**config.mk**
```make
export PLATFORM = sky130hd
export DESIGN_NAME = slv_i2c_core_flat
export DESIGN_NICKNAME = d
export VERILOG_FILES = /design/src/rtl/slv_i2c_core_if.sv /design/src/rtl/slv_i2c_core.sv /design/src/flat_wrapper.sv
export SDC_FILE = /design/constraint.sdc
export NUM_CORES = 1
export LEC_CHECK = 0
export CORE_UTILIZATION = 55
export DETAILED_ROUTE_END_ITERATION = 6
export HOLD_SLACK_MARGIN = 0.02
export PLACE_DENSITY = 0.77
export SLEW_MARGIN = 25
export SYNTH_ARGS = -nofsm -noshare
export SYNTH_HDL_FRONTEND = slang
export SYNTH_SLANG_ARGS = --single-unit
```
**constraint.sdc**
```tcl
create_clock -name CLK -period 4.3 [get_ports CLK]
set_clock_uncertainty 0.2 [all_clocks]
set_input_delay 0.86 -clock CLK [delete_from_list [all_inputs] [get_ports CLK]]
set_output_delay 0.86 -clock CLK [all_outputs]
set_load 0.05 [all_outputs]
```
**src/rtl/slv_i2c_core_if.sv**
```systemverilog
// Bus bundle for slv_i2c_core: pad-side SCL/SDA, user ACK decision and
// the captured protocol fields handed to user register logic.
interface slv_i2c_core_if #(
  parameter int unsigned DATA_SZ = 8
);
  logic               I_SCL;
  logic               I_SDA;
  logic               I_ACK;
  logic [DATA_SZ-2:0] O_ADDR_SLV;
  logic               O_RW;
  logic [DATA_SZ-1:0] O_ADDR_REG;
  logic [DATA_SZ-1:0] O_DATA_RD;
  logic               O_ACK_MSTR;
  logic               O_SDA;

  modport slave (
    input  I_SCL, I_SDA, I_ACK,
    output O_ADDR_SLV, O_RW, O_ADDR_REG, O_DATA_RD, O_ACK_MSTR, O_SDA
  );

  modport master (
    output I_SCL, I_SDA, I_ACK,
    input  O_ADDR_SLV, O_RW, O_ADDR_REG, O_DATA_RD, O_ACK_MSTR, O_SDA
  );
endinterface

```
**src/rtl/slv_i2c_core.sv**
```systemverilog
// Byte-level I2C slave: pad synchronizer, mid-phase strobe generator and
// protocol FSM capturing slave address, R/W, register address and write
// data, and driving the open-drain SDA enable (1 = release, 0 = pull low).
// Optional: define I2C_GLITCH_FILTER_EN to add a 3-sample majority filter
// on SCL/SDA after synchronization (+2 cycles latency).
module slv_i2c_core #(
  parameter int unsigned FPGA_CLK = 50_000_000,
  parameter int unsigned I2C_CLK  = 100_000,
  parameter int unsigned DATA_SZ  = 8
) (
  input  logic          CLK,
  input  logic          RST_n,
  slv_i2c_core_if.slave bus
);

  localparam int unsigned Q       = FPGA_CLK / (4 * I2C_CLK);
  localparam int unsigned CNT_MAX = Q + 1;
  localparam int unsigned CNT_W   = $clog2(CNT_MAX + 1);
  localparam int unsigned BIT_W   = $clog2(DATA_SZ + 1);

  typedef enum logic [3:0] {
    S_IDLE,
    S_ADDR,
    S_ACK_ADDR,
    S_REG,
    S_ACK_REG,
    S_WR_DATA,
    S_ACK_WR,
    S_RD_DATA,
    S_RD_ACK,
    S_WAIT_STOP
  } state_t;

  // synchronizer / filter
  logic r_scl_cur, r_sda_cur;
  logic r_scl_prev, r_sda_prev;
  logic w_scl, w_sda;
  logic w_scl_rise, w_scl_fall, w_sda_rise, w_sda_fall;

  // strobes
  logic [CNT_W-1:0] r_cnt;
  logic             w_mid_high, w_mid_low;
  logic             w_start, w_stop;

  // FSM state and registered outputs
  state_t             r_state;
  logic [BIT_W-1:0]   r_bit_cnt;
  logic [DATA_SZ-1:0] r_shift;
  logic               r_ack_slot;
  logic               r_ack_ok;
  logic [DATA_SZ-2:0] r_addr_slv;
  logic               r_rw;
  logic [DATA_SZ-1:0] r_addr_reg;
  logic [DATA_SZ-1:0] r_data_rd;
  logic               r_ack_mstr;
  logic               r_sda;

  logic [DATA_SZ-1:0] w_rx_byte;
  logic               w_last_bit;
  logic               w_rx_state;

  // Pad synchronizer; prev holds the previous level seen by edge detection
  always_ff @(posedge CLK or negedge RST_n) begin
    if (!RST_n) begin
      r_scl_cur  <= 1'b0;
      r_sda_cur  <= 1'b0;
      r_scl_prev <= 1'b0;
      r_sda_prev <= 1'b0;
    end else begin
      r_scl_cur  <= bus.I_SCL;
      r_sda_cur  <= bus.I_SDA;
      r_scl_prev <= w_scl;
      r_sda_prev <= w_sda;
    end
  end

`ifdef I2C_GLITCH_FILTER_EN
  logic [1:0] r_scl_hist, r_sda_hist;
  logic       r_scl_flt, r_sda_flt;

  // Majority vote over the current and two previous synchronized samples
  always_ff @(posedge CLK or negedge RST_n) begin
    if (!RST_n) begin
      r_scl_hist <= '0;
      r_sda_hist <= '0;
      r_scl_flt  <= 1'b0;
      r_sda_flt  <= 1'b0;
    end else begin
      r_scl_hist <= {r_scl_hist[0], r_scl_cur};
      r_sda_hist <= {r_sda_hist[0], r_sda_cur};
      r_scl_flt  <= (r_scl_cur & r_scl_hist[0]) | (r_scl_cur & r_scl_hist[1]) |
                    (r_scl_hist[0] & r_scl_hist[1]);
      r_sda_flt  <= (r_sda_cur & r_sda_hist[0]) | (r_sda_cur & r_sda_hist[1]) |
                    (r_sda_hist[0] & r_sda_hist[1]);
    end
  end

  assign w_scl = r_scl_flt;
  assign w_sda = r_sda_flt;
`else
  assign w_scl = r_scl_cur;
  assign w_sda = r_sda_cur;
`endif

  assign w_scl_rise = w_scl & ~r_scl_prev;
  assign w_scl_fall = ~w_scl & r_scl_prev;
  assign w_sda_rise = w_sda & ~r_sda_prev;
  assign w_sda_fall = ~w_sda & r_sda_prev;

  assign w_start = w_sda_fall & w_scl;
  assign w_stop  = w_sda_rise & w_scl;

  // Phase timer: cleared on each SCL edge, saturates past Q
  always_ff @(posedge CLK or negedge RST_n) begin
    if (!RST_n) begin
      r_cnt <= '0;
    end else if (w_scl_rise || w_scl_fall) begin
      r_cnt <= '0;
    end else if (r_cnt != CNT_W'(CNT_MAX)) begin
      r_cnt <= r_cnt + 1'b1;
    end
  end

  // Masked on edge cycles so a stale count never strobes the new phase
  assign w_mid_high = (r_cnt == CNT_W'(Q)) & w_scl  & ~(w_scl_rise | w_scl_fall);
  assign w_mid_low  = (r_cnt == CNT_W'(Q)) & ~w_scl & ~(w_scl_rise | w_scl_fall);

  assign w_rx_byte  = {r_shift[DATA_SZ-2:0], w_sda};
  assign w_last_bit = (r_bit_cnt == BIT_W'(DATA_SZ - 1));
  assign w_rx_state = (r_state == S_ADDR) || (r_state == S_REG) || (r_state == S_WR_DATA);

  // Protocol FSM; START/STOP override any strobe in the same cycle
  always_ff @(posedge CLK or negedge RST_n) begin
    if (!RST_n) begin
      r_state    <= S_IDLE;
      r_bit_cnt  <= '0;
      r_shift    <= '0;
      r_ack_slot <= 1'b0;
      r_ack_ok   <= 1'b0;
      r_addr_slv <= '0;
      r_rw       <= 1'b0;
      r_addr_reg <= '0;
      r_data_rd  <= '0;
      r_ack_mstr <= 1'b0;
      r_sda      <= 1'b1;
    end else if (w_start) begin
      r_state    <= S_ADDR;
      r_bit_cnt  <= '0;
      r_ack_slot <= 1'b0;
      r_sda      <= 1'b1;
    end else if (w_stop) begin
      r_state    <= S_IDLE;
      r_bit_cnt  <= '0;
      r_ack_slot <= 1'b0;
      r_sda      <= 1'b1;
    end else begin
      // Receive states share the MSB-first shifter and bit counter
      if (w_rx_state && w_mid_high) begin
        r_shift   <= w_rx_byte;
        r_bit_cnt <= w_last_bit ? '0 : r_bit_cnt + 1'b1;
      end

      case (r_state)
        S_IDLE, S_WAIT_STOP: begin
          r_sda <= 1'b1;
        end

        S_ADDR: begin
          if (w_mid_high && w_last_bit) begin
            r_addr_slv <= w_rx_byte[DATA_SZ-1:1];
            r_rw       <= w_rx_byte[0];
            r_ack_slot <= 1'b0;
            r_state    <= S_ACK_ADDR;
          end
        end

        S_REG: begin
          if (w_mid_high && w_last_bit) begin
            r_addr_reg <= w_rx_byte;
            r_ack_slot <= 1'b0;
            r_state    <= S_ACK_REG;
          end
        end

        S_WR_DATA: begin
          if (w_mid_high && w_last_bit) begin
            r_data_rd  <= w_rx_byte;
            r_ack_slot <= 1'b0;
            r_state    <= S_ACK_WR;
          end
        end

        // First mid_low opens the ACK slot, second one closes it; a read
        // address hands straight over to the first transmit bit.
        S_ACK_ADDR, S_ACK_REG, S_ACK_WR: begin
          if (w_mid_low) begin
            if (!r_ack_slot) begin
              r_ack_slot <= 1'b1;
              r_ack_ok   <= bus.I_ACK;
              r_sda      <= ~bus.I_ACK;
            end else begin
              r_ack_slot <= 1'b0;
              r_sda      <= 1'b1;
              if (!r_ack_ok) begin
                r_state <= S_WAIT_STOP;
              end else if (r_state == S_ACK_ADDR && r_rw) begin
                r_sda     <= r_data_rd[DATA_SZ-1];
                r_shift   <= {r_data_rd[DATA_SZ-2:0], 1'b0};
                r_bit_cnt <= BIT_W'(1);
                r_state   <= S_RD_DATA;
              end else if (r_state == S_ACK_ADDR) begin
                r_state <= S_REG;
              end else begin
                r_state <= S_WR_DATA;
              end
            end
          end
        end

        // r_bit_cnt counts bits already put on the bus
        S_RD_DATA: begin
          if (w_mid_low) begin
            if (r_bit_cnt == BIT_W'(DATA_SZ)) begin
              r_sda     <= 1'b1;
              r_bit_cnt <= '0;
              r_state   <= S_RD_ACK;
            end else begin
              r_sda     <= r_shift[DATA_SZ-1];
              r_shift   <= {r_shift[DATA_SZ-2:0], 1'b0};
              r_bit_cnt <= r_bit_cnt + 1'b1;
            end
          end
        end

        S_RD_ACK: begin
          if (w_mid_high) begin
            r_ack_mstr <= ~w_sda;
            if (!w_sda) begin
              r_shift   <= r_data_rd;
              r_bit_cnt <= '0;
              r_state   <= S_RD_DATA;
            end else begin
              r_state <= S_WAIT_STOP;
            end
          end
        end

        default: begin
          r_state <= S_IDLE;
          r_sda   <= 1'b1;
        end
      endcase
    end
  end

  assign bus.O_ADDR_SLV = r_addr_slv;
  assign bus.O_RW       = r_rw;
  assign bus.O_ADDR_REG = r_addr_reg;
  assign bus.O_DATA_RD  = r_data_rd;
  assign bus.O_ACK_MSTR = r_ack_mstr;
  assign bus.O_SDA      = r_sda;

endmodule

```
**src/flat_wrapper.sv**
```systemverilog
// flat-port wrapper written by rule: the top's interface ports become plain ports
module slv_i2c_core_flat 
#(
  parameter int unsigned FPGA_CLK = 50_000_000,
  parameter int unsigned I2C_CLK  = 100_000,
  parameter int unsigned DATA_SZ  = 8
)
  (CLK, RST_n, bus_I_SCL, bus_I_SDA, bus_I_ACK, bus_O_ADDR_SLV, bus_O_RW, bus_O_ADDR_REG, bus_O_DATA_RD, bus_O_ACK_MSTR, bus_O_SDA);
  slv_i2c_core_if #(.DATA_SZ(DATA_SZ)) bus_i ();
  input  logic CLK;
  input  logic RST_n;
  input wire logic [$bits(bus_i.I_SCL)-1:0] bus_I_SCL;
  input wire logic [$bits(bus_i.I_SDA)-1:0] bus_I_SDA;
  input wire logic [$bits(bus_i.I_ACK)-1:0] bus_I_ACK;
  output wire logic [$bits(bus_i.O_ADDR_SLV)-1:0] bus_O_ADDR_SLV;
  output wire logic [$bits(bus_i.O_RW)-1:0] bus_O_RW;
  output wire logic [$bits(bus_i.O_ADDR_REG)-1:0] bus_O_ADDR_REG;
  output wire logic [$bits(bus_i.O_DATA_RD)-1:0] bus_O_DATA_RD;
  output wire logic [$bits(bus_i.O_ACK_MSTR)-1:0] bus_O_ACK_MSTR;
  output wire logic [$bits(bus_i.O_SDA)-1:0] bus_O_SDA;
  assign bus_i.I_SCL = bus_I_SCL;
  assign bus_i.I_SDA = bus_I_SDA;
  assign bus_i.I_ACK = bus_I_ACK;
  assign bus_O_ADDR_SLV = bus_i.O_ADDR_SLV;
  assign bus_O_RW = bus_i.O_RW;
  assign bus_O_ADDR_REG = bus_i.O_ADDR_REG;
  assign bus_O_DATA_RD = bus_i.O_DATA_RD;
  assign bus_O_ACK_MSTR = bus_i.O_ACK_MSTR;
  assign bus_O_SDA = bus_i.O_SDA;
  slv_i2c_core #(.FPGA_CLK(FPGA_CLK), .I2C_CLK(I2C_CLK), .DATA_SZ(DATA_SZ)) u_core (.CLK(CLK), .RST_n(RST_n), .bus(bus_i));
endmodule
```
==> results.txt <==
- The share of total power dissipated in the clock network is 0.321.
- Setup violations remaining at the end of the flow were counted as 0.
- Counting instances, the worst hold path has a depth of 2.
- After layout, the design draws a total of 918 uW.
- Clock sink count: 55
* Critical path start-end classification: flip-flop to flip-flop
- The compound-gate portion of the synthesized area was 0.172.
* Met3 GRT Util: 0.0369
- Total setup buffers inserted after CTS: 0
* Number of vias after detailed routing: about 2,500
* Number of design rule violations left after detail routing: 0
- Synthesized area per cell: just over 10 sq um
- DPL Wire Length: about 5 mm
- Antenna Nets Post-Route: 0
* Deepest clock path buffer count: 2
- The worst register-to-register path has a setup slack of 1230 ps.
- From synthesis to final layout, the design area changed by 14.1%.
- Floorplan die area: 5970 sq um
* Fin area: between 3000 and 4000 sq um
- STA classifies the critical path endpoint as a flip-flop.
* GR Util All Layers: 0.249
- Share of the synthesized netlist area taken by xor and xnor gates: 0.0169
- Hold wc startpoint: u_core.bus.O_ACK_MSTR
- The worst pin sits at a relative slew slack of 0.421.
- Share of post-route cells with drive strength above 1: 0.150
- Met2 routing resource usage after global routing: 0.392
- The path with the worst hold slack has its endpoint at u_core.bus.O_ACK_MSTR.
- Actual slew at the worst max-slew pin: about 860 ps
- STA puts the critical path data arrival time at 3060 ps.
* Worst vdd rail ir drop: about 0.25 mV
* Most common library cell in the layout ignoring fill and taps: dfrtp_1
* Fraction of registers with async set or reset after synthesis: 1.00
- The initial antenna violation count came to 0.
- Worst hold slack after final layout: 289 ps
- RR Startpoint: u_core.r_cnt[1]
* Required time of the critical path: approximately 4300 ps
- Worst skew pair latency: about 300 ps
- After the first detailed-routing iteration, the DRC count stood at roughly 250.
- Post-Syn Area: just over 3000 sq um
* Power per standard cell area: around 260 nW/um^2
- For this design the top-level I/O count stands at 31.
- The die is roughly 77 microns tall.
* Post-route setup TNS: 0 ps
- Initial Util: 0.570
- The floorplan has 27 rows.
* Initial DRT Pass Iterations: 4
* Warning count from the yosys run: 0
- Post-Synthesis Net Count: between 300 and 400
- Final critical-path required period: 3070 ps
* Vias in the first global route: ~2,400
- Commonest non-fill, non-tap cells in the layout: 54 x dfrtp_1, 29 x clkdlybuf4s50_1, 24 x mux2_2
- Post-CTS repair changed the size of 0 cells.
- TritonCTS buffer count: 5
- Setup repair after global routing missed its margin: false
- Of the total synthesized cell area, the portion taken by AND, OR, NAND and NOR gates is 0.209.
* Portion of the clock cycle consumed by the worst path in the final layout: 0.713
- Largest net degree at the start of global routing: 36
- Of the total power, registers draw 0.593.
* Count of buffers inserted at the top-level ports: 30
- The synthesized design contains between 50 and 60 register bits.
- For this run the aggregate overflow at the end of global routing stands at 0.
* H-Tree Depth: 2
- Grt peak-use layer: met2
* Post-layout nets: about 340
- The number of hold buffers added after CTS was 0.
- Of the total synthesized cell area, the portion taken by full adders, half adders and majority gates is 0.0233.
- Counting cells, the worst reg-to-reg path comes to 7.
- DR WL/cell: between 15 and 20 microns
- Of the total power, the share spent switching nets is 0.256.
* Total of max-cap violations: 0
- After synthesis, the largest family of logic cells by area is simple AND/OR/NAND/NOR gates.
- Combinational fraction of design power: 0.085
- The total area inside the core boundary comes to approximately 5500 sq um.
- The portion of synthesized area spent on multiplexers is 0.104.
- The analysis attributes to cell leakage a power of roughly 0.0015 uW.
- Met1 usage in global routing: 0.359
- The analysis attributes to net switching a power of 235 uW.
- Fin. Hold Viols: 0
- After detailed routing, the total wire length is 7.16 mm.
* Per-cell via count in the routed design: 6.37
- Timing would allow up to around 330 MHz.
- Clock tree synthesis selected as its root buffer the cell clkbuf_8.
- P_int: 683 uW
* CTS clock-pin slew for the worst setup and hold paths: ~100 ps
- Kind of path behind the tightest hold check: flip-flop to flip-flop
- TritonCTS built the clock tree.
* Capture point of the worst reg-to-reg path: u_core.bus.O_ADDR_SLV[0]
* Largest fanout on the critical path: 8
- Of the synthesized area, sequential elements account for 0.442.
- Post-synth EDFFs: 0
* Predominant post-synthesis flop cell: dfrtp_1
* Area after DPL: roughly 3500 sq um
- Routability-driven placement finished with a final weighted congestion of 0.927.
- The floorplan step set the die width to between 70 and 80 microns.
- Result of the run: complete, no violations
- Yosys mapped the design onto 59 distinct sky130hd cell types.
* Wire length of the first global-routing pass: roughly 12 mm
* Synth Instances: roughly 300
* # diodes: 0
- Max Slew Vio Count: 0
- The worst setup path is launched from a flip-flop.
[cells in the mapped netlist, types with 3 or more instances]
cell,n,share of area
xnor2_1,3,0.0084
dfrtp_1,54,0.43
inv_1,10,0.012
and3b_1,3,0.0084
mux2_2,24,0.087
and3_1,14,0.028
o211ai_1,9,0.022
clkbuf_1,14,0.017
o21ai_0,7,0.011
mux2i_1,3,0.0096
ha_1,5,0.020
nor2_1,14,0.017
nand4_1,3,0.0060
a22oi_1,15,0.036
o22ai_1,8,0.016
nand3_1,8,0.013
xor2_1,3,0.0084
a21oi_1,15,0.024
a31oi_1,4,0.0080
nor3_1,10,0.016
nor2b_1,9,0.018
nand2_1,14,0.017
or3_1,3,0.0060
[worst max path at each step]
| stage | startpoint | endpoint | slack [ps] | cells past startpoint |
|---|---|---|---|---|
| floorplan | u_core.r_cnt[1] | u_core.bus.O_ADDR_SLV[0] | 1620 | 8 |
| global placement | u_core.r_cnt[1] | u_core.bus.O_ADDR_SLV[3] | 1310 | 7 |
| detailed placement | u_core.r_cnt[1] | u_core.bus.O_ADDR_SLV[0] | 1270 | 7 |
| CTS | u_core.r_cnt[1] | u_core.bus.O_ADDR_SLV[0] | 1260 | 7 |
| global route | u_core.r_cnt[1] | u_core.bus.O_ADDR_SLV[0] | 1090 | 7 |
| finish | u_core.r_cnt[1] | u_core.bus.O_ADDR_SLV[0] | 1230 | 7 |
[metal layers]
metal | vias to the layer above | wire length, microns
li1 | 1193 | -
met1 | 1256 | 3300
met2 | 78 | 3340
met3 | 9 | 418
met4 | 0 | 93
met5 | - | 0
[power groups by stage]
stage	Sequential (uW)	Combinational [uW]	Clock, uW
floorplan	545	57.5	0
global placement	554	76.8	0
detailed placement	555	77.8	0
CTS	544	78.3	302
global route	548	87.6	323
finish	545	78.3	295
[kinds of logic after synthesis]
family                     after synthesis
xor gates and xnor gates                 6
buffers and inverters                   27
and+or+nand+nor                        103
DFF                                     55
AOI/OAI and AO/OA                       78
adders and majority gates                6
muxes                                   29
[worst max-delay path, stage by stage (launching register included)]
cell and delay, ps:
dfrtp_1 440, inv_1 80, ha_1 200, nand4_4 180, or2_0 410, or4_4 610
nor3_4 440, mux2_2 390
[per-stage QoR]
step | util | setup slack (ps) | cells
after floorplan | - | 1620 | 304
after global placement | 0.632 | 1310 | 391
after detailed placement | 0.632 | 1270 | 391
after CTS | 0.648 | 1260 | 398
after global routing | 0.650 | 1090 | 398
final | 0.650 | 1230 | 398
[area by class of cell]
type | instances | area (sq um)
fillers | 473 | 1920
multi-input cells | 222 | 1650
flip-flops and latches | 55 | 1380
repair buffers | 32 | 310
well taps | 72 | 90.1
clock buffers | 6 | 82.6
inverters | 10 | 37.5
clock inverters | 1 | 8.76
[state kept, by name, summed over array words and instances, names as in the netlist, 4 cells and up]
| register | cells |
|---|---|
| u_core.r_shift | 8 |
| u_core.bus.O_ADDR_SLV | 7 |
| u_core.r_state | 4 |
| u_core.bus.O_ADDR_REG | 8 |
| u_core.r_bit_cnt | 4 |
| u_core.r_cnt | 7 |
| u_core.bus.O_DATA_RD | 8 |
Power figures use the tool's default switching activity.
